<file path="src/rtl/mips8_ext_pkg.sv">
// rtl/mips8_ext_pkg.sv - shared types and immediate-extension function for the mips8 extend stage
//
// Contents:
//   MAX_W        widest operand ext_compute can produce
//   ext_mode_t   extension mode selector (sign / zero / shifted-sign / upper)
//   ext_state_t  occupancy of the two-entry output buffer
//   ext_compute  combinational extension; returns {ovf, value} in MAX_W+1 bits
package mips8_ext_pkg;

    localparam int MAX_W = 32;

    typedef enum logic [1:0] {
        EXT_SIGN  = 2'd0,
        EXT_ZERO  = 2'd1,
        EXT_SHL   = 2'd2,
        EXT_UPPER = 2'd3
    } ext_mode_t;

    typedef enum logic [1:0] {
        ST_EMPTY = 2'd0,
        ST_ONE   = 2'd1,
        ST_TWO   = 2'd2
    } ext_state_t;

    // Widths are passed as run-time ints so one function serves every
    // parameterisation; callers hand in their elaboration constants, which
    // folds all the shifts below down to wiring.
    // Intermediates are 2*MAX_W wide so shifted-sign results and the
    // discarded upper bits can be inspected without losing anything.
    function automatic logic [MAX_W:0] ext_compute(
        input logic [MAX_W-1:0] imm,
        input ext_mode_t        mode,
        input int               in_w,
        input int               out_w,
        input int               shift
    );
        logic [2*MAX_W-1:0] ones;
        logic [2*MAX_W-1:0] wide;
        logic [2*MAX_W-1:0] sext;
        logic [2*MAX_W-1:0] s;
        logic [2*MAX_W-1:0] shl;
        logic [2*MAX_W-1:0] out_mask;
        logic [2*MAX_W-1:0] disc;
        logic [2*MAX_W-1:0] disc_mask;
        logic [MAX_W-1:0]   res;
        logic               sign;
        logic               msb;
        logic               ovf;

        ones     = '1;
        wide     = {{MAX_W{1'b0}}, imm};
        sign     = ((wide >> (in_w - 1)) & 64'd1) != 64'd0;
        sext     = sign ? (wide | (ones << in_w)) : wide;
        out_mask = ~(ones << out_w);

        // s is the immediate sign-extended to in_w+shift bits; the shifted
        // product then occupies in_w+2*shift bits.
        s         = sext & ~(ones << (in_w + shift));
        shl       = s << shift;
        disc      = shl >> out_w;
        disc_mask = (~(ones << (in_w + 2 * shift))) >> out_w;
        msb       = ((shl >> (out_w - 1)) & 64'd1) != 64'd0;

        ovf = 1'b0;
        case (mode)
            EXT_SIGN:  res = MAX_W'(sext & out_mask);
            EXT_ZERO:  res = MAX_W'(wide & out_mask);
            EXT_SHL: begin
                res = MAX_W'(shl & out_mask);
                // Truncation is lossless only if every dropped bit copies
                // the new sign bit.
                ovf = (disc != (msb ? disc_mask : {2*MAX_W{1'b0}}));
            end
            default:   res = MAX_W'((wide << (out_w - in_w)) & out_mask);
        endcase

        return {ovf, res};
    endfunction

endpackage

</file>
<file path="src/rtl/imm_ext_skid.sv">
// rtl/imm_ext_skid.sv - generic two-entry valid/ready skid buffer
//
// Ports:
//   clk, rst_n            clock, asynchronous active-low reset
//   in_valid/in_ready     upstream handshake (in_ready is registered)
//   in_data[W]            upstream payload
//   out_valid/out_ready   downstream handshake
//   out_data[W]           downstream payload, always the oldest item
module imm_ext_skid
    import mips8_ext_pkg::*;
#(
    parameter int W = 9
) (
    input  logic         clk,
    input  logic         rst_n,
    input  logic         in_valid,
    output logic         in_ready,
    input  logic [W-1:0] in_data,
    output logic         out_valid,
    input  logic         out_ready,
    output logic [W-1:0] out_data
);

    ext_state_t   state_q, state_d;
    logic [W-1:0] main_q, main_d;
    logic [W-1:0] skid_q, skid_d;
    logic         in_ready_q, in_ready_d;
    logic         accept;
    logic         drain;

    assign accept = in_valid && in_ready_q;
    assign drain  = (state_q != ST_EMPTY) && out_ready;

    always_comb begin
        state_d = state_q;
        main_d  = main_q;
        skid_d  = skid_q;
        unique case (state_q)
            ST_EMPTY: begin
                if (accept) begin
                    main_d  = in_data;
                    state_d = ST_ONE;
                end
            end
            ST_ONE: begin
                if (accept && drain) begin
                    main_d = in_data;
                end else if (accept) begin
                    skid_d  = in_data;
                    state_d = ST_TWO;
                end else if (drain) begin
                    state_d = ST_EMPTY;
                end
            end
            ST_TWO: begin
                // in_ready is low here, so no accept can coincide.
                if (drain) begin
                    main_d  = skid_q;
                    state_d = ST_ONE;
                end
            end
            default: state_d = ST_EMPTY;
        endcase
        // Registered from next state so in_ready never sees out_ready combinationally.
        in_ready_d = (state_d != ST_TWO);
    end

    always_ff @(posedge clk or negedge rst_n) begin
        if (!rst_n) begin
            state_q    <= ST_EMPTY;
            main_q     <= '0;
            skid_q     <= '0;
            in_ready_q <= 1'b0;
        end else begin
            state_q    <= state_d;
            main_q     <= main_d;
            skid_q     <= skid_d;
            in_ready_q <= in_ready_d;
        end
    end

    assign in_ready  = in_ready_q;
    assign out_valid = (state_q != ST_EMPTY);
    assign out_data  = main_q;

endmodule

</file>
<file path="src/rtl/imm_extend_unit.sv">
// rtl/imm_extend_unit.sv - registered immediate-extension stage with skid buffering
//
// Parameters: IN_W immediate width, OUT_W result width, SHIFT left shift in EXT_SHL.
// Ports:
//   clk, rst_n            clock, asynchronous active-low reset
//   in_valid/in_ready     producer handshake
//   in_imm[IN_W]          raw immediate
//   in_mode[2]            ext_mode_t selector, latched with each item
//   out_valid/out_ready   consumer handshake
//   out_value[OUT_W]      extended operand
//   out_ovf               truncation flag (EXT_SHL only)
module imm_extend_unit
    import mips8_ext_pkg::*;
#(
    parameter int IN_W  = 6,
    parameter int OUT_W = 8,
    parameter int SHIFT = 2
) (
    input  logic             clk,
    input  logic             rst_n,
    input  logic             in_valid,
    output logic             in_ready,
    input  logic [IN_W-1:0]  in_imm,
    input  logic [1:0]       in_mode,
    output logic             out_valid,
    input  logic             out_ready,
    output logic [OUT_W-1:0] out_value,
    output logic             out_ovf
);

    if (IN_W < 2 || IN_W > OUT_W) begin : g_bad_in_w
        $error("imm_extend_unit: IN_W must be in 2..OUT_W");
    end
    if (SHIFT < 0 || SHIFT >= OUT_W) begin : g_bad_shift
        $error("imm_extend_unit: SHIFT must be in 0..OUT_W-1");
    end
    if (OUT_W > MAX_W) begin : g_bad_out_w
        $error("imm_extend_unit: OUT_W exceeds MAX_W");
    end

    logic [MAX_W-1:0] imm_wide;
    logic [MAX_W:0]   ext_res;
    logic [OUT_W:0]   skid_in;
    logic [OUT_W:0]   skid_out;

    always_comb begin
        imm_wide             = '0;
        imm_wide[IN_W-1:0]   = in_imm;
    end

    assign ext_res = ext_compute(imm_wide, ext_mode_t'(in_mode), IN_W, OUT_W, SHIFT);
    assign skid_in = {ext_res[MAX_W], ext_res[OUT_W-1:0]};

    if (OUT_W < MAX_W) begin : g_hi
        logic unused_hi;
        assign unused_hi = ^ext_res[MAX_W-1:OUT_W];
    end

    imm_ext_skid #(
        .W(OUT_W + 1)
    ) u_skid (
        .clk       (clk),
        .rst_n     (rst_n),
        .in_valid  (in_valid),
        .in_ready  (in_ready),
        .in_data   (skid_in),
        .out_valid (out_valid),
        .out_ready (out_ready),
        .out_data  (skid_out)
    );

    assign out_value = skid_out[OUT_W-1:0];
    assign out_ovf   = skid_out[OUT_W];

endmodule

</file>
<file path="config.mk">
export PLATFORM = sky130hd
export DESIGN_NAME = imm_extend_unit
export DESIGN_NICKNAME = d
export VERILOG_FILES = /design/src/rtl/mips8_ext_pkg.sv /design/src/rtl/imm_ext_skid.sv /design/src/rtl/imm_extend_unit.sv
export SDC_FILE = /design/constraint.sdc
export NUM_CORES = 1
export LEC_CHECK = 0
export ABC_CLOCK_PERIOD_IN_PS = 2130
export CAP_MARGIN = 25
export CORE_ASPECT_RATIO = 1.25
export CORE_MARGIN = 4
export CORE_UTILIZATION = 53
export DETAILED_ROUTE_END_ITERATION = 10
export PLACE_DENSITY = 0.83
export SYNTH_ARGS = -nofsm -noshare
export SYNTH_HDL_FRONTEND = slang
export SYNTH_HIERARCHICAL = 1
export SYNTH_SLANG_ARGS = --single-unit
export TNS_END_PERCENT = 5
</file>
<file path="constraint.sdc">
create_clock -name clk -period 2.13 [get_ports clk]
set_input_delay 0.426 -clock clk [delete_from_list [all_inputs] [get_ports clk]]
set_output_delay 0.426 -clock clk [all_outputs]
set_load 0.03 [all_outputs]
</file>
==> flow_summary.toml, run 1 <==
[layout]
drive_gt1_frac = 0.264
antenna_cells = 0
post-route-util = 0.695
layoutNonFillerInstCount = 126
fin_area_um2 = 1360
final_nets = 119
layout_common_cells = "22 x clkdlybuf4s50_1, 21 x dfrtp_1, 13 x mux2_4"
area_delta_synth_final_pct = 24.9
final_common_cell = "clkdlybuf4s50_1"

[global_routing]
grt_pass1_wl_um = 3510
antenna_found_initial = 0
gr-total-overflow = 0
grt_pass1_vias = 750
grt_max_degree = 22
grtUsageTotal = 0.154

[sta]
slew_headroom = 0.404
totalNegativeSetupSlack_ps = 0
rsz0062_at_grt = "false"
hold_violations = 0
maxSlewViolCount = 0
setup_viol = 0
max_freq_mhz = 500
postLayoutSetupSlackWorst_ps = 130
min_period_over_period = 0.939
fin_skew_ps = 4.16
tightest_slew_ps = 892
period_needed_ps = 2000

[routing]
vias = 742
wl_met2_um = 1060
route.met3.wl_um = 108
wl_per_cell_um = 16.3
highest_layer = "met3"
met1Wirelength_um = 880
drtAntennaViolNets = 0
drt-total-wl_um = 2050
viasPerCell = 5.89
drtPass1Iterations = 4
drc = 0
drt-initial-drc-count = 21

[setup_path]
startpoint_type = "flip-flop"
reg2reg_from = "u_skid/state_q[0]"
crit_required_ps = 1700
timing.rr.end = "u_skid/out_data[7]"
setup.worst_path.end_class = "output pin"
critPathKind = "flip-flop to output pin"
reg2reg_depth = 3
arrival_ps = 1570
worstPathMaxFanout = 7
r2r_setup_slack_ps = 410

[clock_network]
ctsHtreeMaxLevel = 1
root_buffer = "clkbuf_4"
cts_resized = 0
post-cts-setup-buffers = 0
cts_hold_buf = 0
clk_pin_slew_ps = 110
clk_latency_ps = 300
cts_max_path_buffers = 2
cts_tree = "built"
cts_inserted_buffers = 3
cts_num_sinks = 21

[place]
dpl_cell_area_um2 = 1340
pre_cts_slack_ps = 32.2
dpl.hpwl_um = 1560
placed_cells = 122
portBuffers = 22
place.gp.congestion = 0.791

[job]
maxCapViolCount = 0

[outcome]
status = "complete, no violations"

[pwr]
p_leak_nw = 0.586
powerDensity_nw_per_um2 = 1300
ir_drop_uv = 879

[floorplanning]
start_util = 0.557
rows = 18
design.portCount = 23
dieHeight_um = 58.7
dieArea_um2 = 2850
coreArea_um2 = 1960
chipWidth_um = 48.6

[synthesis]
ys_ff_latch = 21
seq_area_frac_synth = 0.482
syn_area_per_cell_um2 = 14.0
synthCells = 78
syn_area_um2 = 1090
yosysWarnings = 6
synth.distinct_cells = 25

[hold_path]
hp-class = "input port to async pin"
cells by family (layout without fill, tap and decap cells):
group | Yosys count | count (layout) | synth area share
AO/OA/AOI/OAI | 24 | 24 | 0.194
buffers and inverters | 6 | 33 | 0.0447
flip-flops | 21 | 21 | 0.482
multiplexers | 14 | 14 | 0.188
other | 1 | 2 | 0.00344
AND/OR/NAND/NOR | 12 | 12 | 0.0883
through the flow:
stage               hold slack, ps  total power, W
floorplan                      130         0.00128
global placement               483         0.00156
detailed placement             484         0.00160
CTS                            455         0.00179
global route                   464         0.00186
finish                         449         0.00177
power breakdown:
part | total [W] | leakage, nW | internal, W | switching, W
sequential | 0.000711 | 0.246 | 0.000583 | 0.000128
clock | 0.000184 | 0.0150 | 0.0000729 | 0.000112
combinational | 0.000871 | 0.325 | 0.000463 | 0.000408
total | 0.00177 | 0.586 | 0.00112 | 0.000647
cell type report:
cell class	instances	area, um^2
fill	146	597
sequential	21	526
inverter	2	7.51
timing repair buffer	27	258
multi-input combinational	52	520
clock buffer	4	26.3
tap	20	25.0
worst max-delay path, stage by stage, from the launching register on:
cell	delay, ps
dfrtp_1	450
or2_1	240
clkdlybuf4s50_1	590
synthesized netlist by cell type:
| cell | n | area (um^2) |
|---|---|---|
| mux2_4 | 13 | 195 |
| o21ai_1 | 1 | 5.00 |
| o32a_1 | 9 | 90.1 |
| nand4b_1 | 1 | 8.76 |
| inv_2 | 1 | 3.75 |
| inv_1 | 1 | 3.75 |
| or2_1 | 1 | 6.26 |
| a21o_1 | 2 | 15.0 |
| nand2b_1 | 1 | 6.26 |
| conb_1 | 1 | 3.75 |
| buf_6 | 3 | 33.8 |
| nor3b_2 | 1 | 12.5 |
| o21a_1 | 9 | 67.6 |
| a21boi_0 | 1 | 7.51 |
| nand3b_4 | 1 | 20.0 |
| dfrtp_1 | 21 | 526 |
| nand2_1 | 2 | 7.51 |
| nor2_1 | 1 | 3.75 |
| mux2i_1 | 1 | 10.0 |
| and2b_2 | 2 | 17.5 |
| buf_4 | 1 | 7.51 |
| nor2b_1 | 1 | 6.26 |
| nand3b_1 | 1 | 7.51 |
| a22o_2 | 1 | 10.0 |
| o21ai_4 | 1 | 16.3 |
worst max path at each step:
| stage | start | end | cells past startpoint |
|---|---|---|---|
| after floorplan | u_skid/in_ready | u_skid/skid_q[0] | 4 |
| after global placement | out_ready | u_skid/out_data[2] | 4 |
| after detailed placement | out_ready | u_skid/out_data[7] | 4 |
| after CTS | u_skid/state_q[1] | out_valid | 2 |
| after global routing | u_skid/state_q[1] | out_valid | 2 |
| final | u_skid/state_q[1] | out_valid | 2 |
registers in the layout (all words and copies together) (netlist names):
register,cells
u_skid/skid_q,9
u_skid/out_data,9
u_skid/in_ready,1
u_skid/state_q,2
metal layers:
layer,GRT usage,vias up
li1,-,343
met1,0.206,374
met2,0.259,25
met3,0.0278,0
met4,0.0346,0
met5,0,-
(Power assumes the default switching activity.)
==> run 2, diff against run 1 <==
--- a/config.mk
+++ b/config.mk
@@ -13,4 +13,5 @@
 export DETAILED_ROUTE_END_ITERATION = 10
 export PLACE_DENSITY = 0.83
+export SLEW_MARGIN = 20
 export SYNTH_ARGS = -nofsm -noshare
 export SYNTH_HDL_FRONTEND = slang
==> constraint.sdc (replaced) <==
create_clock -name clk -period 2.13 [get_ports clk]
set_input_delay 0.426 -clock clk [delete_from_list [all_inputs] [get_ports clk]]
set_output_delay 0.426 -clock clk [all_outputs]
set_load 0.05 [all_outputs]
==> run 2 against run 1 <==
Highest routed layer unchanged. Combinational power rose by 17%. Non-clock buffer count stayed put. Sequential cell count did not move. Via count down 0.67%. Worst setup slack better by 15 ps. Total power grew 8.5%. Sequential share of layout area fell by 0.071 points.
==> flow_summary.toml, run 2 (synthesis gave the netlist of run 1 again) <==
[global_routing]
gr-total-overflow = 0
grt_max_degree = 22
grt_pass1_vias = 750
grtUsageMet3 = 0.0278
top_usage_layer = "met2"
grt_pass1_wl_um = 3510
grtUsageTotal = 0.154
antenna_found_initial = 0
met2_usage = 0.259
use_met1 = 0.206

[sta]
hold_violations = 0
totalNegativeSetupSlack_ps = 0
maxSlewViolCount = 0
period_needed_ps = 1990
min_period_over_period = 0.932
rsz0062_at_grt = "false"
slew_headroom = 0.406
setup_viol = 0
fin_skew_ps = 4.16
tightest_slew_ps = 889
max_freq_mhz = 504
fin_hold_ws_ps = 449

[pwr]
combinationalPowerShare = 0.533
clkPwrFrac = 0.096
finalPower_w = 0.00192
p_leak_nw = 0.594
p_int_w = 0.00112
swShare = 0.418
powerDensity_nw_per_um2 = 1400
power.switching_w = 0.000800
pwr-share-seq = 0.371
ir_drop_uv = 946

[setup_path]
crit_cells = 1
arrival_ps = 1560
cp_slowest_cell = "clkdlybuf4s50_1"
reg2reg_depth = 3
critPathMaxStageDelay_ps = 830
path_cells = "clkdlybuf4s50_1"
startpoint_type = "flip-flop"
crit_required_ps = 1700
setup.worst_path.end_class = "output pin"
crit_buf_inv = 1
cp_top_family = "buffers and inverters"
worstPathMaxFanout = 4
critPathKind = "flip-flop to output pin"

[place]
dpl.hpwl_um = 1560
place.gp.congestion = 0.791
portBuffers = 22
placed_cells = 122
dpl_cell_area_um2 = 1340

[floorplanning]
chipWidth_um = 48.6
dieHeight_um = 58.7
start_util = 0.557
design.portCount = 23
coreArea_um2 = 1960
dieArea_um2 = 2850
rows = 18

[outcome]
status = "complete, no violations"

[layout]
fin_area_um2 = 1370
layout_common_cells = "21 x clkdlybuf4s50_1, 21 x dfrtp_1, 13 x mux2_4"
area_delta_synth_final_pct = 25.1
final_nets = 119
antenna_cells = 0
layoutNonFillerInstCount = 126
drive_gt1_frac = 0.264

[routing]
drtAntennaViolNets = 0
drtPass1Iterations = 4
vias = 737
drt-initial-drc-count = 21
drc = 0
drt-total-wl_um = 2050
viasPerCell = 5.85
wl_per_cell_um = 16.3

[clock_network]
clk_latency_ps = 300
cts_num_sinks = 21
ctsHtreeMaxLevel = 1
cts_inserted_buffers = 3
root_buffer = "clkbuf_4"
clk_pin_slew_ps = 110
cts_tree = "built"
cts_max_path_buffers = 2
cts_hold_buf = 0

[job]
maxCapViolCount = 0

[hold_path]
hp-class = "input port to async pin"
## run 2: cell types whose count changed in the layout (fill, tap and decap cells not counted)
cell             change
dlymetal6s2s_1       +1
clkdlybuf4s50_1      -1
## run 2: area by class of cell
| class | count | area [um^2] |
|---|---|---|
| repair buffers | 27 | 260 |
| well taps | 20 | 25.0 |
| multi-input cells | 52 | 520 |
| flip-flops and latches | 21 | 526 |
| fillers | 145 | 594 |
| inverters | 2 | 7.51 |
| clock buffers | 4 | 26.3 |
## run 2: worst paths after layout
check | from | endpoint | slack, ps
max | u_skid/in_ready | in_ready | 140
min | rst_n | u_skid/skid_q[0] | 450
max reg2reg | u_skid/state_q[0] | u_skid/out_data[7] | 410
min reg2reg | u_skid/out_data[5] | u_skid/out_data[5] | 500
max in group asynchronous | rst_n | u_skid/out_data[6] | 1460
min in group clk | u_skid/out_data[5] | u_skid/out_data[5] | 500
## run 2: layer usage
layer	vias to the layer above	wire length [um]
met1	370	882
met4	0	0
li1	343	-
met3	0	104
met5	-	0
met2	24	1070
## run 2: what timing repair did
| item | CTS | global route |
|---|---|---|
| setup endpoints to repair | 0 | 1 |
| buffers inserted | 0 | 0 |
| gates resized for setup | 0 | 1 |
## run 2: per-stage QoR
stage	utilization	setup WS, ps
2_1_floorplan	-	544
3_3_place_gp	0.682	62.1
3_5_place_dp	0.682	32.2
4_1_cts	0.695	7.45
5_1_grt	0.697	80.4
6_report	0.697	144
## run 2: power groups by stage
stage	registers, W	logic (W)	clock network (W)
after detailed placement	0.000719	0.00103	0
after CTS	0.000713	0.00103	0.000193
after floorplan	0.00100	0.000431	0
after global placement	0.000707	0.00101	0
final	0.000711	0.00102	0.000184
after global routing	0.000735	0.00107	0.000208
## run 2: worst reg2reg max path: cells and delay by family (launching register included)
kind / cells / cell delay, ps
flops: 1 / 440
compound gates: 2 / 440
simple gates: 1 / 740
